<file path="config.mk">
export PLATFORM = sky130hd
export DESIGN_NAME = romulusn_ctrl_flat
export DESIGN_NICKNAME = d
export VERILOG_FILES = /design/src/rtl/romulusn_ctrl_pkg.sv /design/src/rtl/romulusn_ctrl_if.sv /design/src/rtl/romulusn_ctrl_rc4.sv /design/src/rtl/romulusn_ctrl.sv /design/src/flat_wrapper.sv
export SDC_FILE = /design/constraint.sdc
export NUM_CORES = 1
export LEC_CHECK = 0
export ABC_CLOCK_PERIOD_IN_PS = 4500
export CORE_ASPECT_RATIO = 0.6
export CORE_MARGIN = 2
export CORE_UTILIZATION = 44
export DETAILED_ROUTE_END_ITERATION = 8
export GPL_ROUTABILITY_DRIVEN = 0
export PLACE_DENSITY = 0.89
export SYNTH_ARGS = -nofsm -noshare
export SYNTH_HDL_FRONTEND = slang
export SYNTH_SLANG_ARGS = --single-unit
</file>
<file path="constraint.sdc">
create_clock -name clk -period 4.5 [get_ports clk]
set_clock_uncertainty 0.1 [all_clocks]
set_input_delay 0.9 -clock clk [delete_from_list [all_inputs] [get_ports clk]]
set_output_delay 0.9 -clock clk [all_outputs]
set_load 0.02 [all_outputs]
</file>
<file path="src/rtl/romulusn_ctrl_pkg.sv">
// Shared types and helpers for the Romulus-N sequencer.
// Optional abort input is enabled with ROMULUS_ABORT_EN (see romulusn_ctrl.sv).
package romulusn_ctrl_pkg;

  typedef enum logic [2:0] {
    S_IDLE,
    S_LOAD,
    S_ROUND,
    S_RESTORE,
    S_UNLOAD,
    S_DONE
  } state_t;

  localparam logic [5:0] RC_INIT    = 6'h00;
  localparam int         DEF_ROUNDS = 40;
  localparam int         DEF_WORDS  = 4;

  // One step of the SKINNY 6-bit round-constant LFSR
  function automatic logic [5:0] rc_step(input logic [5:0] rc);
    return {rc[4:0], rc[5] ^ rc[4] ^ 1'b1};
  endfunction

endpackage

</file>
<file path="src/rtl/romulusn_ctrl_if.sv">
// pdi/sdi/pdo beat handshakes between the LWC front end and the sequencer.
// master = data source/sink side, slave = sequencer side.
interface romulusn_ctrl_if;
  logic pdi_valid;
  logic pdi_ready;
  logic sdi_valid;
  logic sdi_ready;
  logic pdo_valid;
  logic pdo_ready;

  modport master (output pdi_valid, sdi_valid, pdo_ready,
                  input  pdi_ready, sdi_ready, pdo_valid);
  modport slave  (input  pdi_valid, sdi_valid, pdo_ready,
                  output pdi_ready, sdi_ready, pdo_valid);
endinterface

</file>
<file path="src/rtl/romulusn_ctrl_rc4.sv">
// Round-constant LFSR producing four consecutive constants per cycle
// for the 4-round/cycle datapath.
module skinny_rc4
  import romulusn_ctrl_pkg::*;
(
  input  logic       clk,
  input  logic       rst,
  input  logic       i_clr,
  input  logic       i_adv,
  output logic [5:0] o_c1,
  output logic [5:0] o_c2,
  output logic [5:0] o_c3,
  output logic [5:0] o_c4
);

  logic [5:0] r_rc;

  assign o_c1 = rc_step(r_rc);
  assign o_c2 = rc_step(o_c1);
  assign o_c3 = rc_step(o_c2);
  assign o_c4 = rc_step(o_c3);

  // LFSR state: cleared per block, jumps four steps per round cycle
  always_ff @(posedge clk or negedge rst) begin
    if (!rst)       r_rc <= RC_INIT;
    else if (i_clr) r_rc <= RC_INIT;
    else if (i_adv) r_rc <= o_c4;
  end

endmodule

</file>
<file path="src/rtl/romulusn_ctrl.sv">
// Romulus-N datapath sequencer: LOAD -> ROUND -> RESTORE -> UNLOAD -> DONE.
// Optional feature: define ROMULUS_ABORT_EN to add an abort input that
// drops any in-flight op back to IDLE without a done pulse.
module romulusn_ctrl
  import romulusn_ctrl_pkg::*;
#(
  parameter int ROUNDS = DEF_ROUNDS,
  parameter int WORDS  = DEF_WORDS
) (
  input  logic       clk,
  input  logic       rst,
  input  logic       start,
  input  logic       op_key,
  input  logic       op_ad,
  input  logic [7:0] dom_in,
  input  logic       dec_in,
  input  logic [3:0] last_bytes,
`ifdef ROMULUS_ABORT_EN
  input  logic       abort,
`endif
  romulusn_ctrl_if.slave bus,
  output logic       busy,
  output logic       done,
  output logic       srst,
  output logic       senc,
  output logic       sse,
  output logic       xrst,
  output logic       xenc,
  output logic       xse,
  output logic       yrst,
  output logic       yenc,
  output logic       yse,
  output logic       zrst,
  output logic       zenc,
  output logic       zse,
  output logic       erst,
  output logic       correct_cnt,
  output logic       tk1s,
  output logic [5:0] constant,
  output logic [5:0] constant2,
  output logic [5:0] constant3,
  output logic [5:0] constant4,
  output logic [7:0] domain,
  output logic [3:0] decrypt
);

  localparam int NCYC = ROUNDS / 4;
  localparam int RW   = (NCYC  > 1) ? $clog2(NCYC)  : 1;
  localparam int BW   = (WORDS > 1) ? $clog2(WORDS) : 1;

  state_t          r_state, w_nxt;
  logic [BW-1:0]   r_beat;
  logic [RW-1:0]   r_rnd;
  logic            r_key, r_ad, r_dec;
  logic [7:0]      r_dom;

  logic            w_abort, w_ld_go, w_ul_go, w_beat_last, w_rnd_last;
  logic            w_beat_inc, w_rc_clr, w_rc_adv;
  logic [5:0]      w_c1, w_c2, w_c3, w_c4;

`ifdef ROMULUS_ABORT_EN
  assign w_abort = abort & (r_state != S_IDLE);
`else
  assign w_abort = 1'b0;
`endif

  // A key beat needs both words at once; neither side is consumed alone
  assign w_ld_go     = bus.pdi_valid & (bus.sdi_valid | ~r_key);
  assign w_ul_go     = r_ad | bus.pdo_ready;
  assign w_beat_last = (r_beat == BW'(WORDS - 1));
  assign w_rnd_last  = (r_rnd  == RW'(NCYC - 1));
  assign domain      = r_dom;

  skinny_rc4 u_rc (
    .clk   (clk),
    .rst   (rst),
    .i_clr (w_rc_clr),
    .i_adv (w_rc_adv),
    .o_c1  (w_c1),
    .o_c2  (w_c2),
    .o_c3  (w_c3),
    .o_c4  (w_c4)
  );

  // State register
  always_ff @(posedge clk or negedge rst) begin
    if (!rst) r_state <= S_IDLE;
    else      r_state <= w_nxt;
  end

  // Per-op attributes captured at start
  always_ff @(posedge clk or negedge rst) begin
    if (!rst) begin
      r_key <= 1'b0;
      r_ad  <= 1'b0;
      r_dec <= 1'b0;
      r_dom <= 8'h00;
    end else if (r_state == S_IDLE && start) begin
      r_key <= op_key;
      r_ad  <= op_ad;
      r_dec <= dec_in;
      r_dom <= dom_in;
    end
  end

  // Beat and round counters; both wrap to 0 on their last step
  always_ff @(posedge clk or negedge rst) begin
    if (!rst) begin
      r_beat <= '0;
      r_rnd  <= '0;
    end else if (w_abort) begin
      r_beat <= '0;
      r_rnd  <= '0;
    end else begin
      if (w_beat_inc) r_beat <= w_beat_last ? '0 : r_beat + 1'b1;
      if (w_rc_adv)   r_rnd  <= w_rnd_last  ? '0 : r_rnd  + 1'b1;
    end
  end

  // Next state and all datapath controls
  always_comb begin
    w_nxt         = r_state;
    w_beat_inc    = 1'b0;
    w_rc_clr      = 1'b0;
    w_rc_adv      = 1'b0;
    busy          = (r_state != S_IDLE);
    done          = 1'b0;
    srst          = 1'b0;
    senc          = 1'b0;
    sse           = 1'b0;
    xrst          = 1'b0;
    xenc          = 1'b0;
    xse           = 1'b0;
    yrst          = 1'b0;
    yenc          = 1'b0;
    yse           = 1'b0;
    zrst          = 1'b0;
    zenc          = 1'b0;
    zse           = 1'b0;
    erst          = 1'b0;
    correct_cnt   = 1'b0;
    tk1s          = 1'b0;
    constant      = 6'h00;
    constant2     = 6'h00;
    constant3     = 6'h00;
    constant4     = 6'h00;
    decrypt       = 4'h0;
    bus.pdi_ready = 1'b0;
    bus.sdi_ready = 1'b0;
    bus.pdo_valid = 1'b0;
    if (w_abort) begin
      w_nxt    = S_IDLE;
      w_rc_clr = 1'b1;
    end else begin
      tk1s = r_ad & (r_state != S_IDLE);
      case (r_state)
        S_IDLE: begin
          if (start) begin
            w_nxt    = S_LOAD;
            w_rc_clr = 1'b1;
          end
        end
        S_LOAD: begin
          bus.pdi_ready = ~r_key | bus.sdi_valid;
          bus.sdi_ready = r_key & bus.pdi_valid;
          decrypt       = {4{r_dec}} & (w_beat_last ? last_bytes : 4'hF);
          if (w_ld_go) begin
            senc       = 1'b1;
            sse        = 1'b1;
            xenc       = r_key;
            xse        = r_key;
            w_beat_inc = 1'b1;
            if (w_beat_last) w_nxt = S_ROUND;
          end
        end
        S_ROUND: begin
          senc      = 1'b1;
          xenc      = 1'b1;
          yenc      = 1'b1;
          zenc      = 1'b1;
          constant  = w_c1;
          constant2 = w_c2;
          constant3 = w_c3;
          constant4 = w_c4;
          w_rc_adv  = 1'b1;
          if (w_rnd_last) w_nxt = S_RESTORE;
        end
        S_RESTORE: begin
          xrst        = 1'b1;
          yrst        = 1'b1;
          zrst        = 1'b1;
          xenc        = 1'b1;
          yenc        = 1'b1;
          zenc        = 1'b1;
          correct_cnt = 1'b1;
          erst        = 1'b1;
          w_nxt       = S_UNLOAD;
        end
        S_UNLOAD: begin
          bus.pdo_valid = ~r_ad;
          if (w_ul_go) begin
            senc       = 1'b1;
            sse        = 1'b1;
            w_beat_inc = 1'b1;
            if (w_beat_last) w_nxt = S_DONE;
          end
        end
        S_DONE: begin
          done  = 1'b1;
          w_nxt = S_IDLE;
        end
        default: w_nxt = S_IDLE;
      endcase
    end
  end

endmodule
</file>
<file path="src/flat_wrapper.sv">
// flat-port wrapper written by rule: the top's interface ports become plain ports
module romulusn_ctrl_flat import romulusn_ctrl_pkg::*;
#(
  parameter int ROUNDS = DEF_ROUNDS,
  parameter int WORDS  = DEF_WORDS
)
  (clk, rst, start, op_key, op_ad, dom_in, dec_in, last_bytes, busy, done, srst, senc, sse, xrst, xenc, xse, yrst, yenc, yse, zrst, zenc, zse, erst, correct_cnt, tk1s, constant, constant2, constant3, constant4, domain, decrypt, bus_pdi_valid, bus_sdi_valid, bus_pdo_ready, bus_pdi_ready, bus_sdi_ready, bus_pdo_valid);
  romulusn_ctrl_if bus_i ();
  input  logic clk;
  input  logic rst;
  input  logic start;
  input  logic op_key;
  input  logic op_ad;
  input  logic [7:0] dom_in;
  input  logic dec_in;
  input  logic [3:0] last_bytes;
  output logic busy;
  output logic done;
  output logic srst;
  output logic senc;
  output logic sse;
  output logic xrst;
  output logic xenc;
  output logic xse;
  output logic yrst;
  output logic yenc;
  output logic yse;
  output logic zrst;
  output logic zenc;
  output logic zse;
  output logic erst;
  output logic correct_cnt;
  output logic tk1s;
  output logic [5:0] constant;
  output logic [5:0] constant2;
  output logic [5:0] constant3;
  output logic [5:0] constant4;
  output logic [7:0] domain;
  output logic [3:0] decrypt;
  input wire logic [$bits(bus_i.pdi_valid)-1:0] bus_pdi_valid;
  input wire logic [$bits(bus_i.sdi_valid)-1:0] bus_sdi_valid;
  input wire logic [$bits(bus_i.pdo_ready)-1:0] bus_pdo_ready;
  output wire logic [$bits(bus_i.pdi_ready)-1:0] bus_pdi_ready;
  output wire logic [$bits(bus_i.sdi_ready)-1:0] bus_sdi_ready;
  output wire logic [$bits(bus_i.pdo_valid)-1:0] bus_pdo_valid;
  assign bus_i.pdi_valid = bus_pdi_valid;
  assign bus_i.sdi_valid = bus_sdi_valid;
  assign bus_i.pdo_ready = bus_pdo_ready;
  assign bus_pdi_ready = bus_i.pdi_ready;
  assign bus_sdi_ready = bus_i.sdi_ready;
  assign bus_pdo_valid = bus_i.pdo_valid;
  romulusn_ctrl #(.ROUNDS(ROUNDS), .WORDS(WORDS)) u_core (.clk(clk), .rst(rst), .start(start), .op_key(op_key), .op_ad(op_ad), .dom_in(dom_in), .dec_in(dec_in), .last_bytes(last_bytes), .bus(bus_i), .busy(busy), .done(done), .srst(srst), .senc(senc), .sse(sse), .xrst(xrst), .xenc(xenc), .xse(xse), .yrst(yrst), .yenc(yenc), .yse(yse), .zrst(zrst), .zenc(zenc), .zse(zse), .erst(erst), .correct_cnt(correct_cnt), .tk1s(tk1s), .constant(constant), .constant2(constant2), .constant3(constant3), .constant4(constant4), .domain(domain), .decrypt(decrypt));
endmodule
</file>
# ---- Yosys cells after proc, flatten, opt, wreduce, memory -nomap -nowiden
# Index checks and enable logic that the tools add are counted.
dict set report word_totals {
  out_inout_bits 56
  in_bits 21
  regBits 26
  word_cells 78
}
dict set report op_classes {
  add_sub_neg 2
  mux 33
  eq_ne 13
  n_bitwise 16
  reduce_logical 6
}
# op n
set op_table {}
lappend op_table {{two-way mux 6 bit} 6}
lappend op_table {{two-way mux 3 bit} 6}
lappend op_table {{case mux 3 bit (5 select lines)} 1}
lappend op_table {{two-way mux 1 bit} 13}
lappend op_table {{two-way mux 4 bit} 3}
lappend op_table {{inequality test 2 x 1 -> 1 bit (second input constant)} 5}
lappend op_table {{equality test 3 x 2 -> 1 bit (second input constant)} 2}
lappend op_table {{equality test 3 bit (second input constant)} 2}
lappend op_table {{NOT 1 bit} 6}
lappend op_table {{AND reduction 6 bit} 1}
lappend op_table {{adder 4 x 1 -> 4 bit (second input constant)} 1}
lappend op_table {{AND 4 bit} 1}
lappend op_table {{equality test 4 bit (second input constant)} 1}
lappend op_table {{case mux 1 bit (2 select lines)} 2}
lappend op_table {{bitwise XOR 1 bit} 4}
lappend op_table {{AND 1 bit} 3}
lappend op_table {{equality test 3 x 1 -> 1 bit (second input constant)} 1}
lappend op_table {{logical NOT 3 bit} 1}
lappend op_table {{case mux 1 bit (3 select lines)} 1}
lappend op_table {{nonzero test 3 bit} 1}
lappend op_table {{adder 2 x 1 -> 2 bit (second input constant)} 1}
lappend op_table {{equality test 2 bit (second input constant)} 1}
lappend op_table {{two-way mux 2 bit} 1}
lappend op_table {{inequality test 2 bit (second input constant)} 1}
lappend op_table {{other kinds (4)} 5}

# ---- Logic depth before layout (Yosys ltp)
# Gate-level depths: netlist (run 1).
dict set report logic_depth {
  depth_word 5
  ltp_mapped 5
  ltp_nobuf 4
}

# ---- Cells and area by module
# Synthesis (run 1) repeated with hierarchy kept, for this count alone.
dict set report unflattened {
  hier_cells 176
  area_unflattened_um2 1805.5
}
# module cells_each seq_area_each_um2 area_per_inst_um2 instances
set modules_own_cells {}
lappend modules_own_cells {romulusn_ctrl 132 500.5 1368.8 1}
lappend modules_own_cells {skinny_rc4 44 150.1 436.7 1}

# ---- Worst setup path after synthesis (run 1)
# Ideal clock, no wire load.
dict set report synth_path {
  path_type {in2out}
  start {in bus_pdo_ready}
  end {out senc}
  required_ns 3.500
  path_buffers 0
  setup_slack_ns 1.862
  arrival_time_ns 1.638
  stages 3
  path_cell_list {or2_2 -> a32oi_2 -> nand2_1}
}
dict set report synth_via {
  elab_chain_cells 3
}
# item line
set synth_lines {}
lappend synth_lines {{start, declared} flat_wrapper.sv:42} ;# input wire logic [$bits(bus_i.pdo_ready)-1:0] bus_pdo_ready;
lappend synth_lines {{bitwise OR 1 bit} romulusn_ctrl.sv:69} ;# assign w_ul_go = r_ad | bus.pdo_ready;
lappend synth_lines {{two-way mux 1 bit} romulusn_ctrl.sv:201} ;# if (w_ul_go) begin
lappend synth_lines {{case mux 1 bit (3 select lines)} romulusn_ctrl.sv:156} ;# case (r_state)
lappend synth_lines {{end, declared} flat_wrapper.sv:20} ;# output logic senc;
# Every way passes these cells.

# ---- Worst setup path after layout (run 1)
dict set report layout_path {
  start {in bus_pdo_ready}
  end {out sse}
}
dict set report layout_via {
  elab_chain_cells 3
}
# item line
set layout_lines {}
lappend layout_lines {{bitwise OR 1 bit} romulusn_ctrl.sv:69}
lappend layout_lines {{two-way mux 1 bit} romulusn_ctrl.sv:201}
lappend layout_lines {{case mux 1 bit (2 select lines)} romulusn_ctrl.sv:156}
lappend layout_lines {{end, declared} flat_wrapper.sv:21} ;# output logic sse;
# Every way passes these cells.

==> results of run 1 <==
## cell families (layout without fill, tap and decap cells)
group / after synthesis / count (layout) / share of synthesized area [%]
fa+ha+maj: 1 / 1 / 0.768
xor+xnor: 6 / 6 / 3.23
compound gates: 20 / 20 / 9.14
buf+inv: 37 / 86 / 15.7
flops: 26 / 26 / 39.9
simple gates: 51 / 51 / 21.6
other cells: 1 / 3 / 0.230
mux: 13 / 13 / 9.45
## layout by cell type, fill, tap and decap left out, types with 3 or more instances in the layout
cell type        count
a21oi_1              7
and2_1               8
clkbuf_8             4
clkdlybuf4s50_1     73
conb_1               3
dfrtp_1             26
inv_1                8
mux2_2              11
nand2_1              8
nand2b_1             5
nand3_1              4
nor2_1               6
nor2_4               4
o21ba_1              4
xor2_1               4
## how the worst max path moves through the flow
stage	from	to	slack, ns	cells after the start
2_1_floorplan	bus_pdo_ready	senc	1.86	3
3_3_place_gp	bus_pdo_ready	sse	0.93	5
3_5_place_dp	bus_pdo_ready	sse	0.93	5
4_1_cts	bus_pdo_ready	sse	0.92	5
5_1_grt	bus_pdo_ready	sse	0.83	5
6_report	bus_pdo_ready	sse	0.93	5
## flip-flops by register name (all words and copies together), names as in the netlist
| name | count |
|---|---|
| u_core.domain | 8 |
| u_core.r_ad | 1 |
| u_core.r_beat | 2 |
| u_core.r_dec | 1 |
| u_core.r_key | 1 |
| u_core.r_rnd | 4 |
| u_core.r_state | 3 |
| u_core.u_rc.r_rc | 6 |
## per-stage QoR
stage          instance area [um^2]  setup WS [ns]  instances  utilization, %
3_3_place_gp                   2210          0.935        249            61.1
5_1_grt                        2260          0.834        253            62.6
2_1_floorplan                  1640           1.86        157               -
4_1_cts                        2260          0.917        253            62.6
6_report                       2260          0.931        253            62.6
3_5_place_dp                   2210          0.928        249            61.1
## cell usage after synthesis (all sizes together)
master / instances
nand2b: 5
o211ai: 1
clkbuf: 1
o21ai: 4
nor3: 1
ha: 1
or3b: 1
nand4: 1
nor3b: 3
o21ba: 4
and3: 1
inv: 8
nand3b: 1
or2: 2
a22o: 1
buf: 28
a21boi: 1
and4: 1
dfrtp: 26
nand3: 4
nand2: 8
and2: 10
conb: 1
a32oi: 1
nor2b: 2
a21oi: 7
xnor2: 2
or3: 1
a221o: 1
xor2: 4
mux2: 13
nor2: 10
## area by class of cell
class	instances	share of cell area [%]
inverters	8	1.33
repair buffers	74	32.6
clock buffers	4	2.43
well taps	47	2.60
multi-input cells	94	32.3
flip-flops and latches	26	28.7
## where the power goes
part	leakage (nW)	internal [mW]	total, mW	switching, mW
Sequential	0.328	0.334	0.449	0.114
Combinational	0.632	0.466	0.901	0.435
Clock	0.0288	0.0782	0.150	0.0719
Total	0.988	0.878	1.50	0.621
## routing by layer
layer	GRT usage, %	wire, um	vias up
met5	0	0	-
met4	3.01	6	0
met3	5.65	276	2
met2	25.7	1470	46
met1	23.6	1550	592
li1	-	-	587
==> flow_summary.yaml, run 1 <==
worst_hold_path:
  hold_depth: 1
  hold_end: "u_core.domain[2]"
  hp-start: "u_core.domain[2]"
  hold_class: "reg -> reg"
clock_tree:
  h-tree-depth: 1
  clockBufferDepth: 2
  clkSlewWorstSetupHoldPaths_ns: 0.09
  clockRootBuffer: "clkbuf_8"
  numCtsBuffers: 3
  postCtsHoldBufs: 0
  cts_setup_buffers: 0
  cts_sinks: 26
  cts_tree: "done"
  cts_resized: 0
  clock_latency_ns: 0.27
power:
  total_leakage_power_nw: 0.988
  peakVddDrop_uv: 415
  finalPower_mw: 1.50
  power.density_nw_per_um2: 662
critical_path:
  path_max_fanout: 4
  cp.arrival_ns: 2.57
  crit_buf_inv: 3
  regToRegEndpoint: "u_core.domain[4]"
  crit_type: "in -> out"
  critPathMaxStageDelay_ns: 0.55
  reg2reg_slack_ns: 2.47
  rr_worst_depth: 3
  critPathCaptureType: "output pin"
  worstPathRequired_ns: 3.50
  cp_common_cell: "clkdlybuf4s50_1"
  crit_chain: "clkdlybuf4s50_1 -> or2_2 -> a32oi_2 -> inv_1 -> clkdlybuf4s50_1"
  crit_family: "buffers and inverters"
  crit_path_top_delay_cell: "clkdlybuf4s50_1"
  start_kind: "primary input"
  r2r-start: "u_core.r_state[2]"
sta:
  hold_ws_ns: 0.414
  period_needed_ns: 3.57
  worst_pin_slew_ns: 1.14
  finalHoldViolations: 0
  slew_viol_final: 0
  setup_viol: 0
  fin_crit_sh_pct: 79.3
  fin_setup_tns_ns: 0
  relSlewSlack_pct: 23.9
  timing.fmax_mhz: 280
  rsz0062_at_grt: "false"
cells_and_area:
  multi_input_area_um2: 731
  fillCellCount: 321
  area.growth.synth_to_final_pct: 38.9
  drive_gt1_share_pct: 16.0
  nets: 229
  n_antenna_cell: 0
  seqCellArea_um2: 651
drt:
  drt_iter0_markers: 62
  num_vias: 1227
  drcViolationCount: 0
  final_antenna_net_count: 0
  routedWlPerCell_um: 13.0
  avgViaCountPerCell: 4.85
  dr.pass1.iters: 4
  wirelength_mm: 3.30
global_route:
  grt_max_degree: 27
  grt_usage_pct: 16.9
  grt_overflow_total: 0
  grt_pass1_wl_mm: 5.39
  antenna_found_initial: 0
  grt_pass1_vias: 1173
synthesis:
  synth_top_area_share_pct: 39.9
  yosysSeqAreaShare_pct: 39.9
  postSynthAreaPerCell_um2: 10.5
  syn_inst: 155
  synth_top_cell_by_area: "dfrtp_1"
  yosys_warnings: 0
  synth_area_leaders: "dfrtp_1 (40%), buf_4 (12%), mux2_2 (7.6%)"
  yosysUniqueCellTypes: 39
  ys_ff_latch: 26
  syn_area_um2: 1630
floorplanning:
  initial_utilization_pct: 45.1
  die_w_um: 82.6
  dieArea_um2: 4220
  std_cell_rows: 17
  die_h_um: 51.1
  core_area_um2: 3620
  io_pins: 77
placement:
  port_buffers: 73
  hpwl_mm: 2.52
run:
  maxCapViolCount: 0
run_status:
  outcome: "finished, final reports clean"
Power figures use the tool's default switching activity.
==> inputs of run 2 (changes only) <==
- ABC_CLOCK_PERIOD_IN_PS: 4500 -> 3500
- CORE_UTILIZATION: 44 -> 41
- PLACE_DENSITY: 0.89 -> 0.84
- clock period: 4.5 -> 3.5 ns (I/O delays scaled with it)
==> run 2 against run 1 <==
Compared with the run above: clock power is 28% higher; flip-flop and latch count stayed put; wire length is 4.6% higher; total power is 29% higher; highest routed layer is now met3; sequential share of layout area is 0.095 points lower.
==> flow_summary.yaml, run 2 (synthesis gave the netlist of run 1 again) <==
run_status:
  outcome: "finished, final reports clean"
clock_tree:
  cts_setup_buffers: 0
  clockBufferDepth: 2
  cts_sinks: 26
  cts_tree: "done"
  clockRootBuffer: "clkbuf_8"
  numCtsBuffers: 3
  postCtsHoldBufs: 0
  clock_latency_ns: 0.27
  cts_resized: 0
  clkSlewWorstSetupHoldPaths_ns: 0.09
  h-tree-depth: 1
critical_path:
  path_max_fanout: 4
  critPathCaptureType: "output pin"
  crit_chain: "clkdlybuf4s50_1 -> or2_2 -> a32oi_2 -> nand2_1 -> clkdlybuf4s50_1"
  crit_type: "in -> out"
  worstPathRequired_ns: 2.70
  crit_family: "buffers and inverters"
  critPathMaxStageDelay_ns: 0.55
  crit_buf_inv: 2
  start_kind: "primary input"
  crit_path_top_delay_cell: "clkdlybuf4s50_1"
  cp_common_cell: "clkdlybuf4s50_1"
  cp.arrival_ns: 2.41
cells_and_area:
  area.growth.synth_to_final_pct: 39.4
  largest_reg_flops: 8
  multi_input_area_um2: 731
  fillCellCount: 331
  nets: 230
  drive_gt1_share_pct: 16.4
  n_antenna_cell: 0
  seqCellArea_um2: 651
  mostFrequentLayoutCell: "clkdlybuf4s50_1"
  layout_common_cells: "clkdlybuf4s50_1 (73), dfrtp_1 (26), mux2_2 (11)"
  fin_util_pct: 60.7
drt:
  final_antenna_net_count: 0
  drcViolationCount: 0
  avgViaCountPerCell: 4.73
  routedWlPerCell_um: 13.6
  drt_iter0_markers: 72
  dr.pass1.iters: 4
  wirelength_mm: 3.45
  num_vias: 1202
sta:
  finalHoldViolations: 0
  fin_setup_tns_ns: 0
  setup_viol: 0
  fin_crit_sh_pct: 91.8
  worst_pin_slew_ns: 0.580
  slew_viol_final: 0
  relSlewSlack_pct: 61.2
  layout_setup_ws_ns: 0.288
  rsz0062_at_grt: "false"
  timing.fmax_mhz: 311
  period_needed_ns: 3.21
  hold_ws_ns: 0.413
run:
  maxCapViolCount: 0
floorplanning:
  initial_utilization_pct: 43.5
  die_w_um: 85.4
  std_cell_rows: 17
  core_area_um2: 3740
  io_pins: 77
  dieArea_um2: 4510
  die_h_um: 52.8
power:
  power.density_nw_per_um2: 854
  peakVddDrop_uv: 552
  finalPower_mw: 1.94
  total_leakage_power_nw: 0.993
placement:
  pre_cts_slack_ns: 0.317
  port_buffers: 73
  hpwl_mm: 2.65
global_route:
  grt_max_degree: 27
  grt_pass1_wl_mm: 5.52
  grt_usage_pct: 15.9
  grt_overflow_total: 0
  antenna_found_initial: 0
  grt_pass1_vias: 1190
worst_hold_path:
  hold_class: "reg -> reg"
==> run 2: changes by cell type in the layout (fill, tap and decap cells not counted) <==
| cell | change |
|---|---|
| buf_4 | +1 |
==> run 2: stage by stage <==
stage / area, um^2 / std cells
2_1_floorplan: 1640 / 157
3_3_place_gp: 2220 / 250
3_5_place_dp: 2220 / 250
4_1_cts: 2270 / 254
5_1_grt: 2270 / 254
6_report: 2270 / 254
==> run 2: per-layer routing <==
layer | track usage (%) | up-vias | wire length, um
met5 | 0 | - | 0
met1 | 20.9 | 556 | 1600
met3 | 6.14 | 0 | 330
li1 | - | 593 | -
met2 | 25.4 | 53 | 1520
met4 | 2.38 | 0 | 0
==> run 2: final timing paths <==
kind,start,end,slack [ns],cells past startpoint
min,u_core.domain[2],u_core.domain[2],0.41,1
max reg2reg,u_core.r_state[2],u_core.r_key,1.60,3
min reg2reg,u_core.domain[2],u_core.domain[2],0.41,1
min in group asynchronous,rst,u_core.r_rnd[3],0.70,2
max in group asynchronous,rst,u_core.r_state[0],2.35,2
max,bus_pdo_ready,senc,0.29,5
==> run 2: worst register-to-register path: stages, from the launching register on <==
cell and delay [ns]:
dfrtp_1 0.55, nand2b_1 0.28, nor3_4 0.47, mux2_2 0.40
==> run 2: power by group <==
part	internal [mW]	total [mW]	switching, mW
Clock	0.100	0.192	0.0918
Combinational	0.605	1.17	0.567
Sequential	0.430	0.575	0.145
Total	1.14	1.94	0.804
==> run 2: final cells by class <==
class / instances / share of cell area [%]
inverters: 8 / 1.32
clock buffers: 4 / 2.42
repair buffers: 75 / 32.8
well taps: 47 / 2.59
flip-flops and latches: 26 / 28.7
multi-input cells: 94 / 32.2
